## src/rtl/prom_fetch_pkg.sv

```systemverilog
// Shared types and constants for the boot pROM fetch port.
package prom_fetch_pkg;

    localparam int ROM_ADDR_W = 10;
    localparam int ROM_DATA_W = 32;
    localparam int ROM_BYTES  = 4096;

    typedef struct packed {
        logic [31:0] addr;
        logic        we;
    } prom_req_t;

    typedef struct packed {
        logic [ROM_DATA_W-1:0] rdata;
        logic                  err;
    } prom_rsp_t;

    // Byte address to ROM word index for the default-sized macro.
    function automatic logic [ROM_ADDR_W-1:0] word_index(input logic [31:0] addr);
        return addr[ROM_ADDR_W+1:2];
    endfunction

endpackage

```

## src/rtl/prom_fetch_port.sv

```systemverilog
// Two-stage read initiator between the boot-fetch bus and the 1-cycle pROM macro.
// Optional access-fault decode is built when PROM_FETCH_ERR_EN is defined.
module prom_fetch_port
    import prom_fetch_pkg::*;
#(
    parameter int          ADDR_W    = 10,
    parameter int          DATA_W    = 32,
    parameter logic [31:0] BASE_ADDR = 32'h0000_0000
) (
    input  logic              clk,
    input  logic              reset,
    input  logic              req_valid,
    output logic              req_ready,
    input  logic [31:0]       req_addr,
    input  logic              req_we,
    output logic              rsp_valid,
    input  logic              rsp_ready,
    output logic [DATA_W-1:0] rsp_rdata,
    output logic              rsp_err,
    output logic              rom_ce,
    output logic              rom_oce,
    output logic              rom_reset,
    output logic [ADDR_W-1:0] rom_ad,
    input  logic [DATA_W-1:0] rom_dout
);

    localparam logic [31:0] WIN_MASK = 32'((64'd4 << ADDR_W) - 64'd1);

    prom_req_t         req_s;
    logic              fault_s;
    logic              stall_s;
    logic              accept_s;
    logic              s1_valid_r;
    logic              s1_err_r;
    logic              rsp_valid_r;
    logic [DATA_W-1:0] rsp_rdata_r;
    logic              rsp_err_r;

    assign req_s = '{addr: req_addr, we: req_we};

`ifdef PROM_FETCH_ERR_EN
    // Fault decode: writes, misaligned bytes and anything outside the ROM window.
    always_comb begin
        fault_s = 1'b0;
        if (req_s.we || (req_s.addr[1:0] != 2'b00) ||
            ((req_s.addr & ~WIN_MASK) != BASE_ADDR)) begin
            fault_s = 1'b1;
        end else begin
            fault_s = 1'b0;
        end
    end
`else
    logic unused_s;
    assign unused_s = ^{req_s.we, req_s.addr[31:ADDR_W+2], req_s.addr[1:0], WIN_MASK};

    // Without fault decode every request reads; upper and low bits simply alias.
    always_comb begin
        fault_s = 1'b0;
    end
`endif

    // Handshake: the pipe only refuses a request when both stages are held.
    always_comb begin
        stall_s   = rsp_valid_r && !rsp_ready;
        req_ready = !(s1_valid_r && stall_s);
        accept_s  = req_valid && req_ready;
    end

    assign rom_ce    = accept_s && !fault_s;
    assign rom_oce   = 1'b1;
    assign rom_reset = reset;
    assign rom_ad    = req_s.addr[ADDR_W+1:2];

    // S1 tracks the read in flight; ROM dout stays frozen while S1 holds.
    always_ff @(posedge clk or posedge reset) begin
        if (reset) begin
            s1_valid_r <= 1'b0;
            s1_err_r   <= 1'b0;
        end else if (accept_s) begin
            s1_valid_r <= 1'b1;
            s1_err_r   <= fault_s;
        end else if (!stall_s) begin
            s1_valid_r <= 1'b0;
        end
    end

    // OUT stage captures ROM data (or the fault) and holds it under backpressure.
    always_ff @(posedge clk or posedge reset) begin
        if (reset) begin
            rsp_valid_r <= 1'b0;
            rsp_rdata_r <= {DATA_W{1'b0}};
            rsp_err_r   <= 1'b0;
        end else if (!stall_s) begin
            rsp_valid_r <= s1_valid_r;
            if (s1_valid_r) begin
                rsp_rdata_r <= s1_err_r ? {DATA_W{1'b0}} : rom_dout;
                rsp_err_r   <= s1_err_r;
            end
        end
    end

    assign rsp_valid = rsp_valid_r;
    assign rsp_rdata = rsp_rdata_r;
`ifdef PROM_FETCH_ERR_EN
    assign rsp_err   = rsp_err_r;
`else
    assign rsp_err   = 1'b0;
`endif

endmodule

```

## config.mk

```make
export PLATFORM = sky130hd
export DESIGN_NAME = prom_fetch_port
export DESIGN_NICKNAME = d
export VERILOG_FILES = /design/src/rtl/prom_fetch_pkg.sv /design/src/rtl/prom_fetch_port.sv
export SDC_FILE = /design/constraint.sdc
export NUM_CORES = 1
export LEC_CHECK = 0
export ABC_AREA = 1
export CORE_MARGIN = 2
export CORE_UTILIZATION = 35
export DETAILED_ROUTE_END_ITERATION = 12
export GPL_TIMING_DRIVEN = 0
export HOLD_SLACK_MARGIN = 0.1
export PLACE_DENSITY = 0.88
export SLEW_MARGIN = 25
export SYNTH_ARGS = -nofsm -noshare
export SYNTH_HDL_FRONTEND = slang
export SYNTH_SLANG_ARGS = --single-unit
```

## constraint.sdc

```tcl
create_clock -name clk -period 2.15 [get_ports clk]
set_clock_uncertainty 0.05 [all_clocks]
set_input_delay 0.645 -clock clk [delete_from_list [all_inputs] [get_ports clk]]
set_output_delay 0.645 -clock clk [all_outputs]
set_load 0.05 [all_outputs]
```

==> metrics.txt, run 1 <==
status=completed; most frequent cells in the layout=nand2_1 (66), clkdlybuf4s50_1 (36), dfrtp_1 (33); core area=4030 µm²; critical path fanouts, max=2; # DRC=0; unrepaired setup endpoints after global routing=no; reg-to-reg startpoint=rsp_valid; row count=23; Seq pwr share=32.9%; Skew-Pair Late Insertion Delay=0.28 ns; routability cong.=0.731; root buffer cell=clkbuf_8; WP data arrival=1.43 ns; first-pass GRT wire length=6170 µm; synth-to-layout area growth=68.6%; Lkg Pwr=1.50 nW; initial drt markers=97; Int Power=1.48 mW; clock buffer count from CTS=5; IR drop worst, VDD=0.500 mV; layout cells sized above 1=16.2%; Die Wd=69.0 µm; Max Cap Viol=0; Pwr per Cell Area=1080 nW/µm²; fmax=471 MHz; combinational share of power=49.5%; Initial DRT Pass Iterations=4; Avg Cell Area, Syn=9.03 µm²; die area=4770 µm²; non-filler cells, final=303; Routed Antenna Nets=0; Worst Path Buf+Inv=3; CP most frequent cell=buf_4; hold buffer count at CTS=0; Initial Utilization=36.7%; period utilisation layout=98.8%; final WL=3690 µm; I/O Buffers=81; Switch Pwr=1.20 mW; Slowest Stage Delay on Critical Path=0.49 ns; # IOs=117; GR Overflow Total=0; Post-CTS Setup Bufs=0; post-synthesis cell count=164; Tmin final=2.12 ns; Diodes inserted=0; Worst slew margin=54.1%; clock sink count=34; sw frac=44.8%; clock share of power=17.7%; mapped cell area=1480 µm²; Worst Tran Pin Value=0.688 ns; H-Tree Depth=2; Clock Path Buffers=2; largest net degree at the start of global routing=35; cells on worst reg2reg path=4; Final Hold Fails=0; initial antenna violation count=0; routed vias/inst=4.48; Worst path slowest cell=clkdlybuf4s50_1; final net count=321; Die Height=69.0 µm; Ys Warns=0; crit path kind=input port to primary output; Seq/Total Area, Yosys=57.5%; # setup viols final=0; detailed placement HPWL=2780 µm; Cell Chain, Critical Path=clkdlybuf4s50_1 -> buf_4 -> buf_4; Yosys cell types=9; clk slew on worst S/H paths=0.06 ns; Tightest Hold Check Type=flop to flop; DR WL/cell=12.2 µm; CP Depth=3; syn nets=233; r2r endpoint=rsp_rdata[16]; leading cell type in the layout, fill and taps excluded=nand2_1; Setup crit end kind=primary output; Pins Over Slew Limit=0; Total Routing Usage GR=15.8%; vias in the first global route=1,386; Filler Cells Inserted=377; synthesized flop and latch total=34; number of vias in the routed layout=1,358; start point of the critical path=reset; Worst setup endpoint=rom_reset; delay-heaviest family, CP=buffers and inverters; Inst Count DP=295; CTS tree=built; CP Launch Type=input port; setup slack, reg-to-reg=1.06 ns; Tot Pwr=2.69 mW; Critical Path RT=1.45 ns
[power by group through the flow]
stage / registers (mW) / logic (mW) / clock network [mW]
floorplan: 1.46 / 0.328 / 0
global placement: 0.893 / 1.37 / 0
detailed placement: 0.902 / 1.38 / 0
CTS: 0.891 / 1.35 / 0.491
global route: 0.906 / 1.40 / 0.521
finish: 0.883 / 1.33 / 0.475
[tightest hold or removal path, stage by stage, from the launching register on]
cell,delay (ns)
dfrtp_1,0.34
nand2_1,0.05
nand2_1,0.04
[state kept, by name (all words and copies together), names as in the netlist]
name,count
rsp_rdata,32
s1_valid_r,1
rsp_valid,1
[layout make-up]
| type | count | area [µm²] | area share, % |
|---|---|---|---|
| sequential | 34 | 852 | 34.2 |
| timing repair buffer | 81 | 845 | 33.9 |
| multi-input combinational | 104 | 462 | 18.5 |
| buffer | 23 | 171 | 6.87 |
| clock buffer | 7 | 86.3 | 3.46 |
| tap | 50 | 62.6 | 2.51 |
| inverter | 3 | 11.3 | 0.451 |
| clock inverter | 1 | 5.00 | 0.201 |
[per-stage QoR]
stage	util [%]	setup slack, ns	TNS (ns)	cell area, µm²	hold WS [ns]
after floorplan	-	0.0572	0	1490	0.553
after global placement	58.6	-0.719	-5.22	2360	0.403
after detailed placement	58.6	-0.733	-2.45	2360	0.407
after CTS	60.5	0.000225	0	2440	0.425
after global routing	61.9	0.00555	0	2490	0.433
final	61.9	0.0263	0	2490	0.416
[synthesized netlist by cell type (all sizes together)]
cell type	n	area [µm²]
nand3	33	165
dfrtp	34	851
inv	3	11.3
nand2	69	274
buf	23	171
conb	2	7.51
[metal layers]
metal / vias up / GRT usage, % / part of all wire [%]
met3: 4 / 5.99 / 7.2
li1: 673 / - / -
met5: - / 0 / 0
met4: 0 / 4.14 / 0.57
met1: 627 / 19.2 / 42
met2: 54 / 26.4 / 50
[logic make-up (layout without fill, tap and decap cells)]
| family | Yosys count | in the layout | share of synthesized area, % |
|---|---|---|---|
| flops | 34 | 34 | 57.5 |
| buf+inv | 26 | 115 | 12.3 |
| simple gates | 102 | 102 | 29.7 |
| other cells | 2 | 2 | 0.507 |
[worst min path at each step]
stage,startpoint,end,slack (ns),cells after the start
2_1_floorplan,s1_valid_r,rsp_rdata[19],0.55,3
3_3_place_gp,rsp_rdata[8],rsp_rdata[8],0.40,2
3_5_place_dp,rsp_rdata[5],rsp_rdata[5],0.41,2
4_1_cts,rsp_rdata[5],rsp_rdata[5],0.42,2
5_1_grt,rsp_rdata[5],rsp_rdata[5],0.43,2
6_report,rsp_rdata[22],rsp_rdata[22],0.42,2
[timing repair]
action,CTS,global route
hold endpoints to repair,0,0
gates resized for setup,43,23
endpoints found under the setup margin,21,23
pin swaps,0,0
Note: power is estimated with default switching activity, not from simulation.
==> run 2, diff against run 1 <==
- CORE_MARGIN: 2 -> unset
==> run 2 against run 1 <==
- setup slack got worse by 0.010 ns
- clock power is 13% higher
- register-to-register slack about the same
- global-route usage grew 1.5 points
- clock-buffer cell count up 1
- critical path type unchanged
==> metrics.txt, run 2 (same netlist as run 1, synthesis figures left out) <==
status=completed (unchanged); clock sink count=34 (unchanged); Top Layer Used=met4 (unchanged); die area=4490 µm² (was 4770 µm²); hold_ws=0.415 ns (was 0.416 ns); largest net degree at the start of global routing=35 (unchanged); area of the multi-input gates=462 µm² (unchanged); Reg area=852 µm² (unchanged); Filler Cells Inserted=357 (was 377); Total Routing Usage GR=17.4% (was 15.8%); Max Cap Viol=0 (unchanged); setup slack after layout=0.0161 ns (was 0.0263 ns); pre-CTS WS=-0.733 ns (about the same); fmax=469 MHz (was 471 MHz); synth-to-layout area growth=71.3% (was 68.6%); GR Overflow Total=0 (unchanged); final WL=3690 µm (about the same); vias in the first global route=1,259 (was 1,386); Setup crit end kind=primary output (unchanged); H-Tree Depth=2 (unchanged); met2 wire length=1800 µm (was 1840 µm); routability cong.=0.675 (was 0.731); Die Height=67.0 µm (was 69.0 µm); IR drop worst, VDD=0.572 mV (was 0.500 mV); Pwr per Cell Area=1090 nW/µm² (was 1080 nW/µm²); crit path kind=input port to primary output (unchanged); CP most frequent cell=buf_4 (unchanged); # DRC=0 (unchanged); unrepaired setup endpoints after global routing=no (unchanged); non-filler cells, final=303 (unchanged); number of vias in the routed layout=1,354 (was 1,358); Clock Path Buffers=2 (unchanged); most frequent cells in the layout=nand2_1 (66), clkdlybuf4s50_1 (36), dfrtp_1 (33) (unchanged); Initial DRT Pass Iterations=4 (unchanged); Lkg Pwr=1.57 nW (was 1.50 nW); Initial Utilization=36.7% (unchanged); WL met3=263 µm (was 265 µm); clk slew on worst S/H paths=0.06 ns (about the same); Post-CTS Setup Bufs=0 (unchanged); Worst Tran Pin Value=0.693 ns (was 0.688 ns); Critical Path RT=1.45 ns (about the same); core area=4030 µm² (unchanged); first-pass GRT wire length=5730 µm (was 6170 µm); Die Wd=67.0 µm (was 69.0 µm); Inst Count DP=295 (unchanged); post-route cell area=2540 µm² (was 2490 µm²); leading cell type in the layout, fill and taps excluded=nand2_1 (unchanged); clock buffer count from CTS=5 (unchanged); Final Hold Fails=0 (unchanged); initial antenna violation count=0 (unchanged); routed vias/inst=4.47 (was 4.48); WP data arrival=1.44 ns (was 1.43 ns); period utilisation layout=99.2% (was 98.8%); Pins Over Slew Limit=0 (unchanged); Placed Area=2360 µm² (unchanged); Tightest Hold Check Type=flop to flop (unchanged); Worst path slowest cell=clkdlybuf4s50_1 (unchanged); root buffer cell=clkbuf_8 (unchanged); critical path fanouts, max=2 (unchanged); CTS tree=built (unchanged); hold path start=rsp_rdata[21] (was rsp_rdata[22]); max reg flops=32 (unchanged); Cell Chain, Critical Path=clkdlybuf4s50_1 -> buf_4 -> buf_4 (unchanged); # IOs=117 (unchanged); Diodes inserted=0 (unchanged); hold buffer count at CTS=0 (unchanged); Worst slew margin=53.7% (was 54.1%); initial drt markers=48 (was 97); met1 wire length=1590 µm (was 1570 µm); final net count=321 (unchanged); start point of the critical path=reset (unchanged); Skew-Pair Late Insertion Delay=0.28 ns (about the same); DR WL/cell=12.2 µm (about the same); row count=23 (unchanged); # setup viols final=0 (unchanged); detailed placement HPWL=2680 µm (was 2780 µm); Tmin final=2.13 ns (was 2.12 ns); I/O Buffers=81 (unchanged); layout cells sized above 1=16.6% (was 16.2%); Slowest Stage Delay on Critical Path=0.50 ns (was 0.49 ns); CP Launch Type=input port (unchanged); Routed Antenna Nets=0 (unchanged); reg-to-reg startpoint=rsp_valid (unchanged)
[run 2: cell types whose count changed in the layout (fill, tap and decap cells not counted)]
cell,delta
dlymetal6s2s_1,+6
clkinv_2,-1
clkbuf_4,+1
dlygate4sd2_1,-6
clkbuf_1,-1
buf_4,-1
clkbuf_8,+2
[run 2: stage by stage]
stage	utilization [%]	power (mW)	TNS, ns
2_1_floorplan	-	1.79	0
3_3_place_gp	58.6	2.26	-4.68
3_5_place_dp	58.6	2.28	-2.47
4_1_cts	61.1	2.81	-0.107
5_1_grt	63.0	2.90	0
6_report	63.0	2.77	0
[run 2: timing repair]
action	CTS	global route
setup endpoints to repair	16	30
pin swaps	0	1
resized for setup	36	30
gates cloned	0	0
[run 2: path summary, 6_finish.rpt]
| path | to | slack, ns | cells after the start |
|---|---|---|---|
| min in group asynchronous | rsp_rdata[24] | 0.79 | 2 |
| max in group asynchronous | rsp_valid | 0.77 | 2 |
| setup / recovery | rom_reset | 0.02 | 3 |
| hold / removal | rsp_rdata[21] | 0.41 | 2 |
| hold reg to reg | rsp_rdata[21] | 0.41 | 2 |
| setup reg to reg | rsp_rdata[6] | 1.05 | 4 |
[run 2: cell type report]
type                            count  share of cell area (%)
Sequential cell                    34                    33.6
Clock buffer                        8                    4.34
Timing Repair Buffer               81                    34.2
Multi-Input combinational cell    104                    18.2
Tap cell                           50                    2.47
Buffer                             23                    6.76
Inverter                            3                   0.444
[run 2: power breakdown]
| part | internal (mW) | switching [mW] | total [mW] |
|---|---|---|---|
| combinational | 0.439 | 0.910 | 1.35 |
| sequential | 0.802 | 0.0836 | 0.885 |
| clock | 0.323 | 0.214 | 0.537 |
| total | 1.56 | 1.21 | 2.77 |
[run 2: worst max-delay path, delay by kind of cell]
family	cells	cell delay, ns
buffers and inverters	3	0.79
[run 2: layer usage]
metal / track usage, % / vias up
li1: - / 676
met1: 19.5 / 620
met2: 30.0 / 53
met3: 5.82 / 5
met4: 6.38 / 0
met5: 0 / -
